### src/rtl/wb_arb_pkg.sv
// Shared definitions for the two-master Wishbone round-robin arbiter.
// The ST_ABORT state exists only when WB_ARB_TIMEOUT_EN is defined.
package wb_arb_pkg;

  localparam int ADDR_W = 30;
  localparam int DATA_W = 32;
  localparam int SEL_W  = 4;

  // Owner encodings, shared by o_grant and the last_owner register
  localparam logic [1:0] OWNER_NONE = 2'b00;
  localparam logic [1:0] OWNER_A    = 2'b01;
  localparam logic [1:0] OWNER_B    = 2'b10;

  typedef enum logic [1:0] {
    ST_IDLE  = 2'd0,
    ST_GNT_A = 2'd1,
    ST_GNT_B = 2'd2
`ifdef WB_ARB_TIMEOUT_EN
    ,
    ST_ABORT = 2'd3
`endif
  } arb_state_t;

  // Maps an FSM state to the owner it grants; ABORT and IDLE grant nobody
  function automatic logic [1:0] owner_of(arb_state_t s);
    case (s)
      ST_GNT_A: return OWNER_A;
      ST_GNT_B: return OWNER_B;
      default:  return OWNER_NONE;
    endcase
  endfunction

endpackage

### src/rtl/wb_arb_timeout.sv
// Slave-silence watchdog: counts consecutive cycles in which the owner holds
// cyc without receiving ack or err, and flags when TIMEOUT_CYCLES is reached.
module wb_arb_timeout #(
  parameter int TIMEOUT_CYCLES = 255
) (
  input  logic i_clk,
  input  logic i_reset_n,
  input  logic i_run,
  output logic o_expired
);

  localparam int CNT_W = $clog2(TIMEOUT_CYCLES + 1) > 0 ? $clog2(TIMEOUT_CYCLES + 1) : 1;

  logic [CNT_W-1:0] count;

  assign o_expired = (count == CNT_W'(TIMEOUT_CYCLES));

  // Count silent cycles; any response or loss of the grant restarts from zero,
  // and the count holds at the limit until the arbiter leaves the grant
  always_ff @(posedge i_clk or negedge i_reset_n) begin
    if (!i_reset_n) begin
      count <= '0;
    end else if (!i_run) begin
      count <= '0;
    end else if (!o_expired) begin
      count <= count + CNT_W'(1);
    end
  end

endmodule

### src/rtl/wb_rr_arbiter.sv
// Two-master Wishbone round-robin arbiter. A grant is held until the owner
// drops cyc, and an IDLE cycle always separates two owners. Define
// WB_ARB_TIMEOUT_EN to abort a grant whose slave stays silent for
// TIMEOUT_CYCLES cycles (err to the owner, then ABORT until it drops cyc).
module wb_rr_arbiter
  import wb_arb_pkg::*;
#(
  parameter int TIMEOUT_CYCLES = 255
) (
  input  logic              i_clk,
  input  logic              i_reset_n,
  // master A
  input  logic              i_a_wb_cyc,
  input  logic              i_a_wb_stb,
  input  logic              i_a_wb_we,
  input  logic [ADDR_W-1:0] i_a_wb_addr,
  input  logic [DATA_W-1:0] i_a_wb_data,
  input  logic [SEL_W-1:0]  i_a_wb_sel,
  output logic              o_a_wb_stall,
  output logic              o_a_wb_ack,
  output logic              o_a_wb_err,
  output logic [DATA_W-1:0] o_a_wb_data,
  // master B
  input  logic              i_b_wb_cyc,
  input  logic              i_b_wb_stb,
  input  logic              i_b_wb_we,
  input  logic [ADDR_W-1:0] i_b_wb_addr,
  input  logic [DATA_W-1:0] i_b_wb_data,
  input  logic [SEL_W-1:0]  i_b_wb_sel,
  output logic              o_b_wb_stall,
  output logic              o_b_wb_ack,
  output logic              o_b_wb_err,
  output logic [DATA_W-1:0] o_b_wb_data,
  // slave
  output logic              o_wb_cyc,
  output logic              o_wb_stb,
  output logic              o_wb_we,
  output logic [ADDR_W-1:0] o_wb_addr,
  output logic [DATA_W-1:0] o_wb_data,
  output logic [SEL_W-1:0]  o_wb_sel,
  input  logic              i_wb_stall,
  input  logic              i_wb_ack,
  input  logic              i_wb_err,
  input  logic [DATA_W-1:0] i_wb_data,
  output logic [1:0]        o_grant
);

  arb_state_t state, state_nxt;
  logic [1:0] last_owner;
  logic [1:0] grant_q;
  logic       owner_cyc;
  logic       timeout_hit;

  assign owner_cyc = ((state == ST_GNT_A) && i_a_wb_cyc) ||
                     ((state == ST_GNT_B) && i_b_wb_cyc);
  assign o_grant   = grant_q;

`ifdef WB_ARB_TIMEOUT_EN
  logic to_run;
  logic to_expired;

  assign to_run      = owner_cyc && !i_wb_ack && !i_wb_err;
  assign timeout_hit = to_expired && owner_cyc;

  wb_arb_timeout #(
    .TIMEOUT_CYCLES(TIMEOUT_CYCLES)
  ) u_timeout (
    .i_clk     (i_clk),
    .i_reset_n (i_reset_n),
    .i_run     (to_run),
    .o_expired (to_expired)
  );
`else
  // The parameter stays on the interface so both builds share one port map
  logic unused_timeout_cfg;
  assign unused_timeout_cfg = |TIMEOUT_CYCLES;
  assign timeout_hit        = 1'b0;
`endif

  // Next-state selection: round-robin in IDLE, hold while the owner keeps cyc
  always_comb begin
    // NOTE: default first so every path assigns state_nxt and no latch is inferred
    state_nxt = state;
    case (state)
      ST_IDLE: begin
        if (i_a_wb_cyc && i_b_wb_cyc) begin
          state_nxt = (last_owner == OWNER_A) ? ST_GNT_B : ST_GNT_A;
        end else if (i_a_wb_cyc) begin
          state_nxt = ST_GNT_A;
        end else if (i_b_wb_cyc) begin
          state_nxt = ST_GNT_B;
        end
      end
      ST_GNT_A: begin
        if (!i_a_wb_cyc) begin
          state_nxt = ST_IDLE;
`ifdef WB_ARB_TIMEOUT_EN
        end else if (timeout_hit) begin
          state_nxt = ST_ABORT;
`endif
        end
      end
      ST_GNT_B: begin
        if (!i_b_wb_cyc) begin
          state_nxt = ST_IDLE;
`ifdef WB_ARB_TIMEOUT_EN
        end else if (timeout_hit) begin
          state_nxt = ST_ABORT;
`endif
        end
      end
`ifdef WB_ARB_TIMEOUT_EN
      ST_ABORT: begin
        // Wait for the aborted owner to let go before arbitrating again
        if (!((last_owner == OWNER_A) ? i_a_wb_cyc : i_b_wb_cyc)) begin
          state_nxt = ST_IDLE;
        end
      end
`endif
      default: state_nxt = ST_IDLE;
    endcase
  end

  // State, registered grant and round-robin history
  always_ff @(posedge i_clk or negedge i_reset_n) begin
    // NOTE: reset leaves last_owner at B so that A wins the first contest
    if (!i_reset_n) begin
      state      <= ST_IDLE;
      grant_q    <= OWNER_NONE;
      last_owner <= OWNER_B;
    end else begin
      // NOTE: non-blocking assignments keep all registers updating from pre-edge values
      state   <= state_nxt;
      grant_q <= owner_of(state_nxt);
      if (state_nxt != state) begin
        if (state == ST_GNT_A) last_owner <= OWNER_A;
        if (state == ST_GNT_B) last_owner <= OWNER_B;
      end
    end
  end

  // Bus routing: the owner is wired straight to the slave; everyone else is
  // stalled and sees no responses, so stray acks/errs are dropped
  always_comb begin
    o_wb_cyc     = 1'b0;
    o_wb_stb     = 1'b0;
    o_wb_we      = 1'b0;
    o_wb_addr    = '0;
    o_wb_data    = '0;
    o_wb_sel     = '0;
    o_a_wb_stall = 1'b1;
    o_a_wb_ack   = 1'b0;
    o_a_wb_err   = 1'b0;
    o_a_wb_data  = '0;
    o_b_wb_stall = 1'b1;
    o_b_wb_ack   = 1'b0;
    o_b_wb_err   = 1'b0;
    o_b_wb_data  = '0;
    if (timeout_hit) begin
      // Slave side is cut off this cycle; the owner only gets the err pulse
      o_a_wb_err = (state == ST_GNT_A);
      o_b_wb_err = (state == ST_GNT_B);
    end else if (state == ST_GNT_A) begin
      o_wb_cyc     = i_a_wb_cyc;
      o_wb_stb     = i_a_wb_stb;
      o_wb_we      = i_a_wb_we;
      o_wb_addr    = i_a_wb_addr;
      o_wb_data    = i_a_wb_data;
      o_wb_sel     = i_a_wb_sel;
      o_a_wb_stall = i_wb_stall;
      o_a_wb_ack   = i_wb_ack;
      o_a_wb_err   = i_wb_err;
      o_a_wb_data  = i_wb_data;
    end else if (state == ST_GNT_B) begin
      o_wb_cyc     = i_b_wb_cyc;
      o_wb_stb     = i_b_wb_stb;
      o_wb_we      = i_b_wb_we;
      o_wb_addr    = i_b_wb_addr;
      o_wb_data    = i_b_wb_data;
      o_wb_sel     = i_b_wb_sel;
      o_b_wb_stall = i_wb_stall;
      o_b_wb_ack   = i_wb_ack;
      o_b_wb_err   = i_wb_err;
      o_b_wb_data  = i_wb_data;
    end
  end

endmodule

### config.mk
export PLATFORM = sky130hd
export DESIGN_NAME = wb_rr_arbiter
export DESIGN_NICKNAME = d
export VERILOG_FILES = /design/src/rtl/wb_arb_pkg.sv /design/src/rtl/wb_arb_timeout.sv /design/src/rtl/wb_rr_arbiter.sv
export SDC_FILE = /design/constraint.sdc
export NUM_CORES = 1
export LEC_CHECK = 0
export BUFFER_PORTS_ARGS = -buffer_cell sky130_fd_sc_hd__clkbuf_2
export CAP_MARGIN = 20
export CORE_AREA = 2 2 121 123
export DETAILED_ROUTE_END_ITERATION = 6
export DIE_AREA = 0 0 123 125
export HOLD_SLACK_MARGIN = 0.08
export PLACE_DENSITY_LB_ADDON = 0.15
export SLEW_MARGIN = 20
export SYNTH_ARGS = -nofsm -noshare
export SYNTH_HDL_FRONTEND = slang
export SYNTH_SLANG_ARGS = --single-unit
### constraint.sdc
create_clock -name i_clk -period 3.6 [get_ports i_clk]
set_input_delay 0.18 -clock i_clk [delete_from_list [all_inputs] [get_ports i_clk]]
set_output_delay 0.18 -clock i_clk [all_outputs]
set_load 0.1 [all_outputs]
==> key figures, run 1 <==
Route
  – Post-DR vias/cell: 3.92
  – Detailed-route via count: 3196
  – TritonRoute pass-1 iters: 4
  – Drt drc: 0
  – Starting DRC count in detailed routing: 76
  – Post-route ant nets: 0
  – WL per Instance: 11.1 microns
  – DRT Wirelength: 9070 microns

STA
  – Final Hold Viols: 0
  – Slew HR: 51.1%
  – Setup Skew: 0.00437 ns
  – Final period util: 81.6%
  – TNS Setup: 0 ns
  – Least-Margin Pin Slew: 0.733 ns
  – Pins over their slew limit: 0
  – RSZ-0062 raised after global routing: false
  – Final Setup Violations: 0
  – Max Freq: 340 MHz
  – Fin crit period: 2.94 ns

Logic synthesis
  – Area leader, netlist: nand2_1
  – Sequential fraction of the synthesis area: 8.34%
  – Post-synth EDFFs: 0
  – Synth cell types: 29
  – Mapped Cells: 338
  – Post-synth top flop: dfrtp_1
  – Top-area cell type share of the netlist area: 27.1%
  – Ranking of synthesized cells by area: nand2_1, and2_1, o21ai_0
  – Synth warn: 0
  – Syn_area_per_cell: 5.37 sq um
  – Flops & latches, synth: 6
  – Post-Syn Area: 1820 sq um
  – Syn nets: 517
  – Async set or reset register ratio after synthesis: 100%

Hold path
  – Min-delay worst type: input pin to async pin

Cells and area
  – Fin util: 25.6%
  – Nets: 812
  – Share of cells above drive strength 1: 52.1%
  – Area grow syn2layout: 100%
  – Non-Filler Instances: 816
  – Post-route cell area: 3640 sq um
  – Most common cell after layout, fill and taps aside: clkbuf_2
  – Most frequent cells in the layout: clkbuf_2, nand2_1, and2_1
  – Diode count: 0

Placed design
  – Routability cong.: 0.796
  – Area post-placement: 3550 sq um
  – # placed instances: 811
  – Hpwl dp: 7680 microns
  – Buffers on Ports: 315

Global route
  – Remaining global-route overflow: 0
  – Largest net degree at the start of global routing: 77
  – Global-route wire length before repair: 13200 microns
  – Total GRT Usage: 10.3%
  – Antenna violations before repair: 0
  – Vias in the first global route: 2757

Clocking
  – CTS max path bufs: 2
  – CTS sink cnt: 6
  – Clk root buf: clkbuf_16
  – Clock tree from TritonCTS: yes
  – Setup bufs post-CTS: 0
  – Num CTS Buffers: 3
  – # resized after CTS: 0
  – CTS clock-pin slew for the worst setup and hold paths: 0.04 ns
  – Number of hold buffers added after cts: 1
  – H-tree Lvls: 1
  – Clk_lat worst skew: 0.23 ns

Critical path
  – Reg2Reg Depth: 6
  – Nature of the critical path endpoint: output port
  – Crit-path max FO: 76
  – Req. time, crit path: 3.42 ns
  – Crit Path Class: flip-flop to output port
  – Crit start category: flip-flop
  – Data arrival, critical path: 2.76 ns

Floorplanning
  – Die Wd: 123 microns
  – CORE AREA: 14200 sq um
  – Initial Util: 12.8%
  – Die H: 125 microns
  – Die area: 15400 sq um
  – Core Rows: 44
  – I/O pins: 316

Flow run
  – MaxCap Viol Count: 0

Status
  – Status: completed
Yosys cell counts (all sizes together), types with 2 or more instances:
cell type / n
nor2b: 4
nor2: 4
and2: 68
ha: 4
a22o: 7
nand2: 131
clkbuf: 26
nand2b: 3
mux2i: 2
dfrtp: 5
buf: 4
o21ai: 64
inv: 5
state kept, by name (all words and copies together) (netlist names):
| signal | flops |
|---|---|
| o_grant | 2 |
| last_owner | 2 |
| state | 2 |
through the flow:
step	hold slack, ns	setup WS (ns)
2_1_floorplan	-0.116	0.209
3_3_place_gp	0.0134	0.903
3_5_place_dp	0.0234	0.895
4_1_cts	0.311	0.648
5_1_grt	0.328	0.429
6_report	0.308	0.662
path summary, 6_finish.rpt:
check	start	end	slack, ns
hold / removal	i_reset_n	state[1]$_DFF_PN0_	0.31
max in group asynchronous	i_reset_n	last_owner[1]$_DFFE_PN1P_	3.06
setup reg to reg	state[1]$_DFF_PN0_	last_owner[1]$_DFFE_PN1P_	1.19
setup / recovery	state[1]$_DFF_PN0_	o_wb_sel[3]	0.66
min in group i_clk	i_b_wb_cyc	o_grant[1]$_DFF_PN0_	0.46
hold reg to reg	last_owner[0]$_DFFE_PN0P_	last_owner[0]$_DFFE_PN0P_	0.53
final cells by class:
class / count / area (sq um)
fill: 1621 / 10600
timing repair buffer: 320 / 1620
inverter: 5 / 18.8
sequential: 6 / 151
tap: 184 / 230
clock buffer: 4 / 78.8
multi-input combinational: 297 / 1540
layer usage:
metal / part of all wire (%) / routed length (microns) / track usage (%) / vias to the layer above
met5: 0 / 0 / 0 / -
li1: - / - / - / 1670
met1: 38 / 3430 / 11.6 / 1345
met3: 8.9 / 804 / 1.00 / 8
met4: 0.84 / 76 / 1.87 / 0
met2: 52 / 4750 / 20.6 / 173
critical path, stage by stage, from the launching register on:
cell,delay (ns)
dfrtp_1,0.44
inv_1,0.19
ha_4,0.64
buf_4,0.49
a22o_1,0.25
clkbuf_2,0.47
kinds of logic after synthesis:
group,synth area share (%)
mux,1.72
compound gates,25.4
flops,8.34
fa+ha+maj,2.76
buf+inv,7.72
simple gates,54.1
Power of run 1 is not shown: default switching activity piles up to over one toggle a cycle in this logic, so the estimate is an artifact.
==> run 2, diff against run 1 <==
Clock period 3.6 ns to 2.9 ns, I/O delays scaled along.
==> key figures, run 2 (synthesis results as in run 1) <==
Route
  – Detailed-route via count: 3244
  – TritonRoute pass-1 iters: 4
  – Starting DRC count in detailed routing: 108
  – WL per Instance: 12.7 microns
  – DRT Wirelength: 10400 microns
  – Drt drc: 0
  – Post-DR vias/cell: 3.97
  – Post-route ant nets: 0

Clocking
  – Clock tree from TritonCTS: yes
  – CTS max path bufs: 2
  – CTS sink cnt: 6
  – Clk_lat worst skew: 0.23 ns
  – CTS clock-pin slew for the worst setup and hold paths: 0.03 ns
  – Clk root buf: clkbuf_16
  – H-tree Lvls: 1
  – # resized after CTS: 0
  – Num CTS Buffers: 3

Critical path
  – Slowest library cell on the worst path: nor2b_2
  – CP cell instances: inv_1 -> ha_4 -> nor2b_2 -> buf_4 -> a22o_1 -> buf_12
  – Crit-path max FO: 72
  – Nature of the critical path endpoint: output port
  – Crit Path Class: flip-flop to output port
  – Largest delay contributor family on the critical path: buffers and inverters
  – Crit start category: flip-flop
  – Data arrival, critical path: 2.44 ns
  – Req. time, crit path: 2.76 ns
  – CP peak stage delay: 0.47 ns
  – Bufs and invs on worst path: 3

Flow run
  – MaxCap Viol Count: 0

Global route
  – Global-route wire length before repair: 15100 microns
  – Vias in the first global route: 3006
  – Remaining global-route overflow: 0
  – Largest net degree at the start of global routing: 73
  – Antenna violations before repair: 0
  – Total GRT Usage: 12.1%

Placed design
  – Area post-placement: 3970 sq um
  – Buffers on Ports: 315
  – # placed instances: 812
  – Hpwl dp: 8800 microns
  – Routability cong.: 0.839

Floorplanning
  – Die area: 15400 sq um
  – Die Wd: 123 microns
  – Die H: 125 microns
  – CORE AREA: 14200 sq um
  – Core Rows: 44
  – Initial Util: 12.8%
  – I/O pins: 316

STA
  – Slew HR: 54.9%
  – Final period util: 89.1%
  – Setup Skew: 0.00330 ns
  – Max Freq: 387 MHz
  – Pins over their slew limit: 0
  – Final Setup Violations: 0
  – Least-Margin Pin Slew: 0.676 ns
  – Fin crit period: 2.58 ns
  – TNS Setup: 0 ns
  – Final Hold Viols: 0
  – RSZ-0062 raised after global routing: false

Cells and area
  – Fillers: 1593
  – Diode count: 0
  – Most frequent cells in the layout: clkbuf_2, nand2_1, and2_1
  – Multi-input gate area: 1540 sq um
  – Sequential cell area: 151 sq um
  – Area grow syn2layout: 124%
  – Post-route cell area: 4060 sq um
  – Most common cell after layout, fill and taps aside: clkbuf_2
  – Share of cells above drive strength 1: 52.1%
  – Nets: 813
  – Non-Filler Instances: 817

Status
  – Status: completed

Hold path
  – Min-delay worst type: input pin to async pin
run 2: cell count changes in the layout (fill, tap and decap cells not counted), sizes merged:
cell,before,now
buf,4,31
clkbuf,319,293
run 2: through the flow:
stage	hold slack [ns]	utilization (%)	worst slack [ns]
after floorplan	-0.151	-	-0.456
after global placement	-0.0210	28.0	0.606
after detailed placement	-0.0181	28.0	0.520
after CTS	0.287	28.6	0.260
after global routing	0.304	28.6	0.0700
final	0.279	28.6	0.315
run 2: final cells by class:
| class | instances | area share, % |
|---|---|---|
| timing repair buffer | 321 | 50.2 |
| multi-input combinational | 297 | 38.0 |
| tap | 184 | 5.67 |
| sequential | 6 | 3.73 |
| clock buffer | 4 | 1.94 |
| inverter | 5 | 0.462 |
run 2: worst reg2reg max path, cell delays in order (launching register included):
cell and delay, ns:
dfrtp_1 0.42, inv_1 0.14, ha_4 0.37, a22o_4 0.35, o311a_1 0.34, a31oi_2 0.23
mux2_1 0.35
run 2: worst paths after layout:
kind,startpoint,endpoint,slack [ns],depth (start not counted)
min,i_reset_n,o_grant[1]$_DFF_PN0_,0.28,2
min reg2reg,last_owner[0]$_DFFE_PN0P_,last_owner[0]$_DFFE_PN0P_,0.55,2
max in group asynchronous,i_reset_n,last_owner[1]$_DFFE_PN1P_,2.39,2
min in group i_clk,i_b_wb_cyc,o_grant[1]$_DFF_PN0_,0.42,4
max reg2reg,state[1]$_DFF_PN0_,last_owner[1]$_DFFE_PN1P_,0.62,6
max,state[1]$_DFF_PN0_,o_wb_sel[3],0.32,6
run 2: routing by layer:
layer | up-vias | global-route usage [%] | wire, microns
li1 | 1672 | - | -
met1 | 1398 | 12.7 | 3670
met2 | 166 | 24.0 | 5460
met3 | 8 | 2.83 | 1110
met4 | 0 | 2.14 | 119
met5 | - | 0 | 0
run 2: what timing repair did:
action	4_1_cts	5_1_grt
endpoints found under the hold margin	6	0
hold buffers	1	0
buffers inserted	0	0
Power of run 2 is left out for the same reason.
